`config.mk`:
```
export PLATFORM = sky130hd
export DESIGN_NAME = id_ex_hazard_reg
export DESIGN_NICKNAME = d
export VERILOG_FILES = /design/src/rtl/rv_pipe_pkg.sv /design/src/rtl/load_use_detect.sv /design/src/rtl/id_ex_hazard_reg.sv
export SDC_FILE = /design/constraint.sdc
export NUM_CORES = 1
export LEC_CHECK = 0
export CORE_AREA = 2 2 135 137
export CTS_CLUSTER_DIAMETER = 30
export CTS_CLUSTER_SIZE = 28
export DETAILED_ROUTE_END_ITERATION = 8
export DIE_AREA = 0 0 137 139
export PLACE_DENSITY = 0.78
export REMOVE_ABC_BUFFERS = 1
export SYNTH_ARGS = -nofsm -noshare
export SYNTH_HDL_FRONTEND = slang
export SYNTH_SLANG_ARGS = --single-unit
```
`constraint.sdc`:
```
create_clock -name clk -period 2.9 [get_ports clk]
set_input_delay 0.435 -clock clk [delete_from_list [all_inputs] [get_ports clk]]
set_output_delay 0.435 -clock clk [all_outputs]
set_load 0.02 [all_outputs]
```
`src/rtl/rv_pipe_pkg.sv`:
```
// rtl/rv_pipe_pkg.sv - shared RV32I pipeline control encoding
// Purpose: packed control word layout, write-back select and ALU op codes,
//   and the all-zero bubble control word used by the pipeline registers.
// Ports: none (package).
package rv_pipe_pkg;

  localparam int ALUOP_W = 4;
  localparam int CTRL_W  = 8 + ALUOP_W;

  // Control word, MSB first: regWEn, memRead, memWrite, branch, jump,
  // aluSrc, wbSel[1:0], aluOp[ALUOP_W-1:0].
  localparam int CTRL_ALUOP_LSB = 0;
  localparam int CTRL_WBSEL_LSB = ALUOP_W;
  localparam int CTRL_ALUSRC    = ALUOP_W + 2;
  localparam int CTRL_JUMP      = ALUOP_W + 3;
  localparam int CTRL_BRANCH    = ALUOP_W + 4;
  localparam int CTRL_MEMWRITE  = ALUOP_W + 5;
  localparam int CTRL_MEMREAD   = ALUOP_W + 6;
  localparam int CTRL_REGWEN    = ALUOP_W + 7;

  localparam logic [1:0] WBSEL_ALU = 2'd0;
  localparam logic [1:0] WBSEL_MEM = 2'd1;
  localparam logic [1:0] WBSEL_PC4 = 2'd2;
  localparam logic [1:0] WBSEL_IMM = 2'd3;

  localparam logic [ALUOP_W-1:0] ALUOP_ADD  = 4'd0;
  localparam logic [ALUOP_W-1:0] ALUOP_SUB  = 4'd1;
  localparam logic [ALUOP_W-1:0] ALUOP_AND  = 4'd2;
  localparam logic [ALUOP_W-1:0] ALUOP_OR   = 4'd3;
  localparam logic [ALUOP_W-1:0] ALUOP_XOR  = 4'd4;
  localparam logic [ALUOP_W-1:0] ALUOP_SLL  = 4'd5;
  localparam logic [ALUOP_W-1:0] ALUOP_SRL  = 4'd6;
  localparam logic [ALUOP_W-1:0] ALUOP_SRA  = 4'd7;
  localparam logic [ALUOP_W-1:0] ALUOP_SLT  = 4'd8;
  localparam logic [ALUOP_W-1:0] ALUOP_SLTU = 4'd9;

  // A bubble must never write a register, store, or redirect the PC.
  localparam logic [CTRL_W-1:0] BUBBLE_CTRL = '0;

endpackage

```
`src/rtl/load_use_detect.sv`:
```
// rtl/load_use_detect.sv - combinational load-use hazard detector
// Purpose: flags when the instruction in ID reads the destination of a
//   load currently in EX, so the front end must stall one cycle.
// Ports:
//   ex_valid, ex_mem_read, ex_rd       EX-stage (ID/EX register) load info
//   id_valid, id_use_rs1, id_use_rs2   ID instruction validity and source usage
//   id_rs1, id_rs2                     ID source register indices
//   hazard                             stall request
module load_use_detect (
  input  logic       ex_valid,
  input  logic       ex_mem_read,
  input  logic [4:0] ex_rd,
  input  logic       id_valid,
  input  logic       id_use_rs1,
  input  logic       id_use_rs2,
  input  logic [4:0] id_rs1,
  input  logic [4:0] id_rs2,
  output logic       hazard
);
  import rv_pipe_pkg::*;

  logic rs1_hit;
  logic rs2_hit;

  assign rs1_hit = id_use_rs1 && (id_rs1 == ex_rd);
  assign rs2_hit = id_use_rs2 && (id_rs2 == ex_rd);

  // x0 is hardwired zero, so a load targeting it never needs a stall.
  assign hazard = ex_valid && ex_mem_read && (ex_rd != 5'd0) &&
                  (rs1_hit || rs2_hit) && id_valid;

endmodule

```
`src/rtl/id_ex_hazard_reg.sv`:
```
// rtl/id_ex_hazard_reg.sv - ID/EX pipeline register with load-use stall control
// Purpose: registers decoded ID fields for EX, inserts bubbles on flush,
//   load-use hazard or invalid ID, freezes on memory hold, drives the
//   PC / IF-ID write enables and counts load-use bubbles.
// Ports:
//   clk, rst_n                         clock, synchronous active-low reset
//   id_*                               decoded ID-stage instruction fields
//   ex_flush                           taken branch/jump in EX, squash ID
//   mem_hold                           data-memory stall, freeze front end
//   IdEx_*                             registered fields presented to EX
//   pc_wEn, IfId_wEn                   front-end write enables
//   loadUseCnt                         load-use bubbles since reset (wraps)
module id_ex_hazard_reg
  import rv_pipe_pkg::*;
#(
  parameter int XLEN    = 32,
  parameter int ALUOP_W = rv_pipe_pkg::ALUOP_W,
  parameter int CNT_W   = 32
) (
  input  logic                 clk,
  input  logic                 rst_n,
  input  logic                 id_valid,
  input  logic [XLEN-1:0]      id_pc,
  input  logic [XLEN-1:0]      id_rs1Data,
  input  logic [XLEN-1:0]      id_rs2Data,
  input  logic [XLEN-1:0]      id_imm,
  input  logic [4:0]           id_regRs1,
  input  logic [4:0]           id_regRs2,
  input  logic [4:0]           id_regRd,
  input  logic                 id_useRs1,
  input  logic                 id_useRs2,
  input  logic [ALUOP_W+7:0]   id_ctrl,
  input  logic                 ex_flush,
  input  logic                 mem_hold,
  output logic                 IdEx_valid,
  output logic [XLEN-1:0]      IdEx_pc,
  output logic [XLEN-1:0]      IdEx_rs1Data,
  output logic [XLEN-1:0]      IdEx_rs2Data,
  output logic [XLEN-1:0]      IdEx_imm,
  output logic [4:0]           IdEx_regRs1,
  output logic [4:0]           IdEx_regRs2,
  output logic [4:0]           IdEx_regRd,
  output logic [ALUOP_W+7:0]   IdEx_ctrl,
  output logic                 pc_wEn,
  output logic                 IfId_wEn,
  output logic [CNT_W-1:0]     loadUseCnt
);

  localparam int CW = ALUOP_W + 8;

  logic hazard;
  logic front_wen;

  load_use_detect u_load_use_detect (
    .ex_valid    (IdEx_valid),
    .ex_mem_read (IdEx_ctrl[CW-2]),
    .ex_rd       (IdEx_regRd),
    .id_valid    (id_valid),
    .id_use_rs1  (id_useRs1),
    .id_use_rs2  (id_useRs2),
    .id_rs1      (id_regRs1),
    .id_rs2      (id_regRs2),
    .hazard      (hazard)
  );

  // Flush redirects the PC, so it must override a stall. Reset also
  // releases the front end since the zeroed register cannot hold a load.
  assign front_wen = !mem_hold && (!rst_n || ex_flush || !hazard);
  assign pc_wEn    = front_wen;
  assign IfId_wEn  = front_wen;

  always_ff @(posedge clk) begin
    if (!rst_n) begin
      IdEx_valid   <= 1'b0;
      IdEx_pc      <= '0;
      IdEx_rs1Data <= '0;
      IdEx_rs2Data <= '0;
      IdEx_imm     <= '0;
      IdEx_regRs1  <= '0;
      IdEx_regRs2  <= '0;
      IdEx_regRd   <= '0;
      IdEx_ctrl    <= '0;
      loadUseCnt   <= '0;
    end else if (mem_hold) begin
      // Whole front pipeline frozen: every register keeps its value.
    end else if (ex_flush || hazard) begin
      IdEx_valid   <= 1'b0;
      IdEx_pc      <= '0;
      IdEx_rs1Data <= '0;
      IdEx_rs2Data <= '0;
      IdEx_imm     <= '0;
      IdEx_regRs1  <= '0;
      IdEx_regRs2  <= '0;
      IdEx_regRd   <= '0;
      IdEx_ctrl    <= '0;
      if (!ex_flush) begin
        loadUseCnt <= loadUseCnt + CNT_W'(1);
      end
    end else begin
      IdEx_valid   <= id_valid;
      IdEx_pc      <= id_pc;
      IdEx_rs1Data <= id_rs1Data;
      IdEx_rs2Data <= id_rs2Data;
      IdEx_imm     <= id_imm;
      IdEx_regRs1  <= id_regRs1;
      IdEx_regRs2  <= id_regRs2;
      IdEx_regRd   <= id_regRd;
      IdEx_ctrl    <= id_valid ? id_ctrl : '0;
    end
  end

endmodule

```
Word level (Yosys, flattened, before mapping) --
Cells that the tools add are included.
Word-level totals: bits of input ports 162, flip-flop bits (word level) 188
Operators by class: mux-type cells 10, eq/ne operators 2, bitwise logic cells 2, add/sub/neg operators 1, reductions and logical operators 16
Operator list (count):
- two-way mux 32 bit | 4
- adder 32 x 1 -> 32 bit (second input constant) | 1
- two-way mux 12 bit | 2
- two-way mux 5 bit | 3
- equality test 5 bit | 2
- logical AND 1 bit | 7
- nonzero test 5 bit | 1
- logical OR 1 bit | 4
- logical NOT 1 bit | 3
- AND reduction 3 bit | 1
- NOT 1 bit | 2
- two-way mux 1 bit | 1

Logic depth before layout (Yosys ltp) --
word-level depth 8, gate-level depth with buffers 7, mapped depth without buffers 6

Modules after synthesis --
From an unflattened synthesis, not the netlist that was laid out.
Second synthesis, totals: cell total of the unflattened synthesis 722, area, all modules 6779.0 um^2
By module, submodules not included:
- id_ex_hazard_reg | cells each 705, seq. area each 3763.6 um^2, area an instance 6647.6 um^2, times used 1
- load_use_detect | cells each 17, seq. area each 0.0 um^2, area an instance 131.4 um^2, times used 1

Least setup slack after synthesis --
OpenSTA, ideal clock, no wires.
path kind reg2out, start point register IdEx_regRd[0], end point output port pc_wEn, stages on the path, launching flop included 6, slack 0.388 ns, buffers on the path 2, data arrival time 2.077 ns, path through dfxtp_1 > or4_1 > o2111a_1 > buf_4 > a41oi_1 > buf_4
Between the ends: cells in the longest elaborated chain, start to end 8, elaborated cells between the ends (all ways) 12, those cells by class eq/ne (2); reduce/logical (10)
RTL lines:
- start, declared | line id_ex_hazard_reg.sv:42 | output logic [4:0] IdEx_regRd,
- start signal, assigned | line id_ex_hazard_reg.sv:107 | IdEx_regRd <= id_regRd;
- equality test 5 bit, on equally long branches | line load_use_detect.sv:25, load_use_detect.sv:26
- logical AND 1 bit, on equally long branches | line load_use_detect.sv:25, load_use_detect.sv:26
- logical OR 1 bit | line load_use_detect.sv:30 | (rs1_hit || rs2_hit) && id_valid;
- logical AND 1 bit (*) | line load_use_detect.sv:29 | assign hazard = ex_valid && ex_mem_read && (ex_rd != 5'd0) &&
- logical AND 1 bit (*) | line load_use_detect.sv:30
- logical NOT 1 bit (*) | line id_ex_hazard_reg.sv:68 | assign front_wen = !mem_hold && (!rst_n || ex_flush || !hazard);
- logical OR 1 bit (*) | line id_ex_hazard_reg.sv:68
- logical AND 1 bit (*) | line id_ex_hazard_reg.sv:68
- end, declared | line id_ex_hazard_reg.sv:44 | output logic pc_wEn,
Mark *: on every way between the ends. The rest lies on a longest branch, timed or not.

Worst setup path after layout --
start point register IdEx_regRd[1], end point output port IfId_wEn
Between the ends: cells in the longest elaborated chain, start to end 8, elaborated cells between the ends (all ways) 12, those cells by class eq/ne (2); reduce/logical (10)
RTL lines:
- equality test 5 bit, on equally long branches | line load_use_detect.sv:25, load_use_detect.sv:26
- logical AND 1 bit, on equally long branches | line load_use_detect.sv:25, load_use_detect.sv:26
- logical OR 1 bit | line load_use_detect.sv:30
- logical AND 1 bit (*) | line load_use_detect.sv:29
- logical AND 1 bit (*) | line load_use_detect.sv:30
- logical NOT 1 bit (*) | line id_ex_hazard_reg.sv:68
- logical OR 1 bit (*) | line id_ex_hazard_reg.sv:68
- logical AND 1 bit (*) | line id_ex_hazard_reg.sv:68
- end, declared | line id_ex_hazard_reg.sv:45 | output logic IfId_wEn,
Marked as above.

==> impl_results.html <==
<table>
<tr><th>Metric</th><th>Value</th></tr>
<tr><th colspan="2">Power and ir drop</th></tr>
<tr><td>Maximum vdd ir drop</td><td>~0.44 mV</td></tr>
<tr><td>Leak pwr</td><td>between 4 and 5 nW</td></tr>
<tr><td>Cell internal pwr</td><td>0.00443 W</td></tr>
<tr><td>Comb pwr share</td><td>12.6%</td></tr>
<tr><td>Power share of the clock group</td><td>a little over 40%</td></tr>
<tr><td>Pwr dens</td><td>between 500 and 600 mW/mm^2</td></tr>
<tr><td>Sequential share of power</td><td>between 40% and 50%</td></tr>
<tr><td>Sw frac</td><td>between 20 and 25%</td></tr>
<tr><td>Overall power consumption</td><td>slightly below 0.006 W</td></tr>
<tr><td>Reported net switching power</td><td>about 0.0015 W</td></tr>
<tr><th colspan="2">Synthesis</th></tr>
<tr><td>Sequential element share of the synthesized area</td><td>55.9%</td></tr>
<tr><td>Compound-gate portion of the synthesized area</td><td>26.3%</td></tr>
<tr><td>Flop and latch count out of synthesis</td><td>188</td></tr>
<tr><td>Post-synthesis instance area</td><td>between 0.006 and 0.007 sq mm</td></tr>
<tr><td>Multiplexer share of the synthesized area</td><td>1.64%</td></tr>
<tr><td>Xor/xnor cell area share of the yosys netlist</td><td>about 1.3%</td></tr>
<tr><td>Synth Area in Simple Gates</td><td>a little under a tenth</td></tr>
<tr><td>Ys Warns</td><td>0</td></tr>
<tr><td>Adder-Cell Fraction of Synth Area</td><td>less than 1%</td></tr>
<tr><td>Number of standard cells after synthesis</td><td>588</td></tr>
<tr><td>Post-synthesis area per instance</td><td>between 10 and 15 sq um</td></tr>
<tr><td>Main combinational cell family by area after synthesis</td><td>compound AO/OA/AOI/OAI gates</td></tr>
<tr><td>Area share of the leading cell type in the synthesized netlist</td><td>a little under three fifths</td></tr>
<tr><td>Most area-hungry cell type in the Yosys netlist</td><td>dfxtp_1</td></tr>
<tr><td>Predominant post-synthesis flop cell</td><td>dfxtp_1</td></tr>
<tr><td>Post-synthesis async set-or-reset flop share</td><td>0%</td></tr>
<tr><td>Number of enable flip-flop cells after synthesis</td><td>0</td></tr>
<tr><td>Distinct cell type count after synthesis</td><td>40</td></tr>
<tr><td>Synth area leaders</td><td>dfxtp_1 (56%), a22o_1 (19%), buf_6 (2.5%), nand2b_1 (2.1%), nand2_1 (1.9%)</td></tr>
<tr><th colspan="2">Flow run</th></tr>
<tr><td>Max-Cap Viols</td><td>0</td></tr>
<tr><th colspan="2">Floorplanning</th></tr>
<tr><td>Number of placed I/O pins</td><td>352</td></tr>
<tr><td>Starting utilization of the core area</td><td>a little under two fifths</td></tr>
<tr><td>Die height</td><td>139 um</td></tr>
<tr><td>Floorplan die area</td><td>~0.019 sq mm</td></tr>
<tr><td>X dimension of the die</td><td>between 100 and 150 um</td></tr>
<tr><td>Core Region</td><td>~0.018 sq mm</td></tr>
<tr><td>Number of core rows</td><td>49</td></tr>
<tr><th colspan="2">Clocking</th></tr>
<tr><td>CTS Sinks</td><td>about 190</td></tr>
<tr><td>TritonCTS clock tree</td><td>done</td></tr>
<tr><td>Clock edge transition at the registers on the reported setup and hold paths</td><td>~0.070 ns</td></tr>
<tr><td>CTS Buf Count</td><td>17</td></tr>
<tr><td>Clock Tree Root</td><td>clkbuf_16</td></tr>
<tr><td>Clock latency at the later pin of the worst-skew pair</td><td>0.43 ns</td></tr>
<tr><td>Depth of the CTS H-tree</td><td>4</td></tr>
<tr><td>Largest buffer count on any clock path</td><td>2</td></tr>
<tr><th colspan="2">Place</th></tr>
<tr><td>Routability congestion estimate</td><td>between 0.8 and 0.9</td></tr>
<tr><td>Count of input and output buffers</td><td>about 350</td></tr>
<tr><td>Minimum setup slack after placement</td><td>-0.0319 ns</td></tr>
<tr><td>Placed insts</td><td>around 1,100</td></tr>
<tr><td>DP Wirelength</td><td>between 15 and 20 mm</td></tr>
<tr><th colspan="2">Global routing</th></tr>
<tr><td>Vias in the first global route</td><td>~6,300</td></tr>
<tr><td>Aggregate global routing overflow</td><td>0</td></tr>
<tr><td>Wire length of the first global-routing pass</td><td>~35 mm</td></tr>
<tr><td>Aggregate global-route resource usage</td><td>about a quarter</td></tr>
<tr><td>Pin count of the biggest net entering global routing</td><td>66</td></tr>
<tr><td>Number of antenna violations at the first check in global routing</td><td>3</td></tr>
<tr><th colspan="2">Drt</th></tr>
<tr><td>Iteration-0 DRC Markers</td><td>360</td></tr>
<tr><td>Average wire per standard cell</td><td>~20 um</td></tr>
<tr><td>Via count</td><td>approximately 6,300</td></tr>
<tr><td>DRC violation count after routing</td><td>0</td></tr>
<tr><td>Vias/cell</td><td>5.32</td></tr>
<tr><td>Antenna-violating nets left</td><td>0</td></tr>
<tr><td>Number of detailed-routing iterations run before antenna repair</td><td>5</td></tr>
<tr><td>Final Routed Wirelength</td><td>23.3 mm</td></tr>
<tr><th colspan="2">Setup path</th></tr>
<tr><td>Critical path start-end classification</td><td>reg2out</td></tr>
<tr><td>Sort of element at the end of the critical path</td><td>primary output</td></tr>
<tr><td>Worst path max stage delay</td><td>0.58 ns</td></tr>
<tr><td>Library cell contributing the largest single delay on the critical path</td><td>or4_1</td></tr>
<tr><td>Crit path buf inv count</td><td>1</td></tr>
<tr><td>WP data required</td><td>about 2.5 ns</td></tr>
<tr><td>CP Data Arrival Time</td><td>between 2 and 2.5 ns</td></tr>
<tr><td>Gate family responsible for the most delay along the worst path</td><td>compound AO/OA/AOI/OAI gates</td></tr>
<tr><td>Worst reg2reg setup slack</td><td>between 0.5 and 0.6 ns</td></tr>
<tr><td>Maximum fanout along the worst path</td><td>5</td></tr>
<tr><td>List of cells traversed by the critical path</td><td>or4_1 &gt; o2111a_1 &gt; a41oi_2 &gt; clkbuf_2</td></tr>
<tr><td>CP Launch Type</td><td>register</td></tr>
<tr><th colspan="2">Cells and area</th></tr>
<tr><td>Final non-filler cell total</td><td>~1,200</td></tr>
<tr><td>Post-route core utilization</td><td>approximately 63%</td></tr>
<tr><td>Share of layout cells above drive strength 1</td><td>between 7 and 8%</td></tr>
<tr><td>Relative area change from synthesis to final layout</td><td>65.7%</td></tr>
<tr><td>Count of nets after finishing</td><td>approximately 1,100</td></tr>
<tr><th colspan="2">STA</th></tr>
<tr><td>Final-report max-slew violation count</td><td>0</td></tr>
<tr><td>Total count of hold-check failures in the final report</td><td>0</td></tr>
<tr><td>Worst setup margin</td><td>0.220 ns</td></tr>
<tr><td>Setup repair after global routing missed its margin</td><td>false</td></tr>
<tr><td>Max Clock Skew</td><td>between 0.01 and 0.015 ns</td></tr>
<tr><td>Share of the cycle needed by the critical path after routing</td><td>92.4%</td></tr>
<tr><td>Actual transition at the worst max-transition pin</td><td>roughly 0.44 ns</td></tr>
<tr><td>Max frequency</td><td>between 300 and 400 MHz</td></tr>
<tr><td>Final setup violating endpoints</td><td>0</td></tr>
<tr><td>Time the final worst path needs with I/O delays and setup</td><td>roughly 2.7 ns</td></tr>
<tr><td>Final hold slack</td><td>0.467 ns</td></tr>
<tr><td>Slew HR</td><td>a little over two thirds</td></tr>
<tr><th colspan="2">Min path</th></tr>
<tr><td>Hold Path Class</td><td>reg2reg</td></tr>
<tr><th colspan="2">Outcome</th></tr>
<tr><td>Outcome</td><td>finished clean</td></tr>
</table>
-- per-layer routing --
layer | GRT usage (%) | routed length [um] | share of wire, % | up-vias
li1 | - | - | - | 2988
met1 | 28.0 | 9130 | 39 | 2997
met2 | 39.6 | 11500 | 49 | 273
met3 | 8.85 | 2070 | 8.9 | 36
met4 | 8.46 | 603 | 2.6 | 0
met5 | 0 | 0 | 0 | -
-- synth_stat cells (all sizes together), types with 2 or more instances --
cell type,n
dfxtp,188
a22o,144
nand2,34
clkbuf,30
nand2b,23
buf,22
nor4,13
a32o,12
mux2i,11
nand4,11
o41ai,11
o311ai,10
xnor2,10
a21oi,9
nand3,9
or4,8
nor3,7
o31ai,6
inv,3
nor2,3
o2111a,3
or2,3
a311o,2
o21ai,2
or3,2
-- stage by stage --
step	TNS (ns)	area [sq um]
after global routing	0	11200
final	0	11200
after global placement	-0.0118	10500
after detailed placement	-0.553	10500
after CTS	0	11100
after floorplan	-295.29	6410
-- sequential cells by signal, indices dropped and copies added, names as in the netlist --
name	count
IdEx_rs2Data	32
IdEx_valid	1
loadUseCnt	32
IdEx_pc	32
IdEx_regRs2	5
IdEx_rs1Data	32
IdEx_regRs1	5
IdEx_imm	32
IdEx_regRd	5
IdEx_ctrl	12
-- power groups by stage --
stage                     combinational, W  clock (W)  sequential (W)
final                             0.000746    0.00244         0.00272
after global routing              0.000790    0.00257         0.00272
after CTS                         0.000745    0.00248         0.00271
after detailed placement          0.000742          0         0.00277
after global placement            0.000737          0         0.00277
after floorplan                   0.000154          0         0.00287
-- logic make-up (layout without fill, tap and decap cells) --
family	Yosys count	count (layout)
buf+inv	56	420
compound gates	204	204
flops	188	188
simple gates	118	118
xor+xnor	10	10
fa+ha+maj	1	1
other cells	0	3
mux	11	11
-- area by class of cell --
class	instances	area, sq um
inverters	4	15.0
flip-flops and latches	188	3760
diodes	3	7.51
fillers	1455	6500
clock inverters	14	178
multi-input cells	344	2640
repair buffers	384	3830
well taps	229	287
clock buffers	18	439
-- cells in the final DEF, fill, tap and decap left out, drive strengths merged, types with 2 or more instances in the layout --
cell type / count
nor4: 13
or2: 3
o21ai: 2
o311ai: 10
clkbuf: 20
nor3: 7
clkdlybuf4s50: 349
nor2: 3
nand4: 11
inv: 10
nand3: 9
dfxtp: 188
bufinv: 2
a32o: 12
clkinv: 5
a22o: 144
o31ai: 6
nand2b: 23
a311o: 2
o41ai: 11
diode: 3
o2111a: 3
mux2i: 11
a21oi: 9
xnor2: 10
or3: 2
or4: 8
nand2: 34
buf: 33
-- final timing paths --
| check | depth (start not counted) | startpoint | to |
|---|---|---|---|
| max | 4 | IdEx_regRd[1] | IfId_wEn |
| min | 1 | IdEx_ctrl[1] | IdEx_ctrl[1] |
| max reg2reg | 6 | IdEx_regRd[1] | IdEx_imm[22] |
| min reg2reg | 1 | IdEx_ctrl[1] | IdEx_ctrl[1] |
-- timing repair --
item | CTS | global route
gates resized for setup | 3 | 4
hold buffers | 0 | 0
pin swaps | 0 | 1
setup buffers | 0 | 5
setup endpoints to repair | 2 | 35
cloned | 0 | 0
Note: power is estimated with default switching activity, not from simulation.
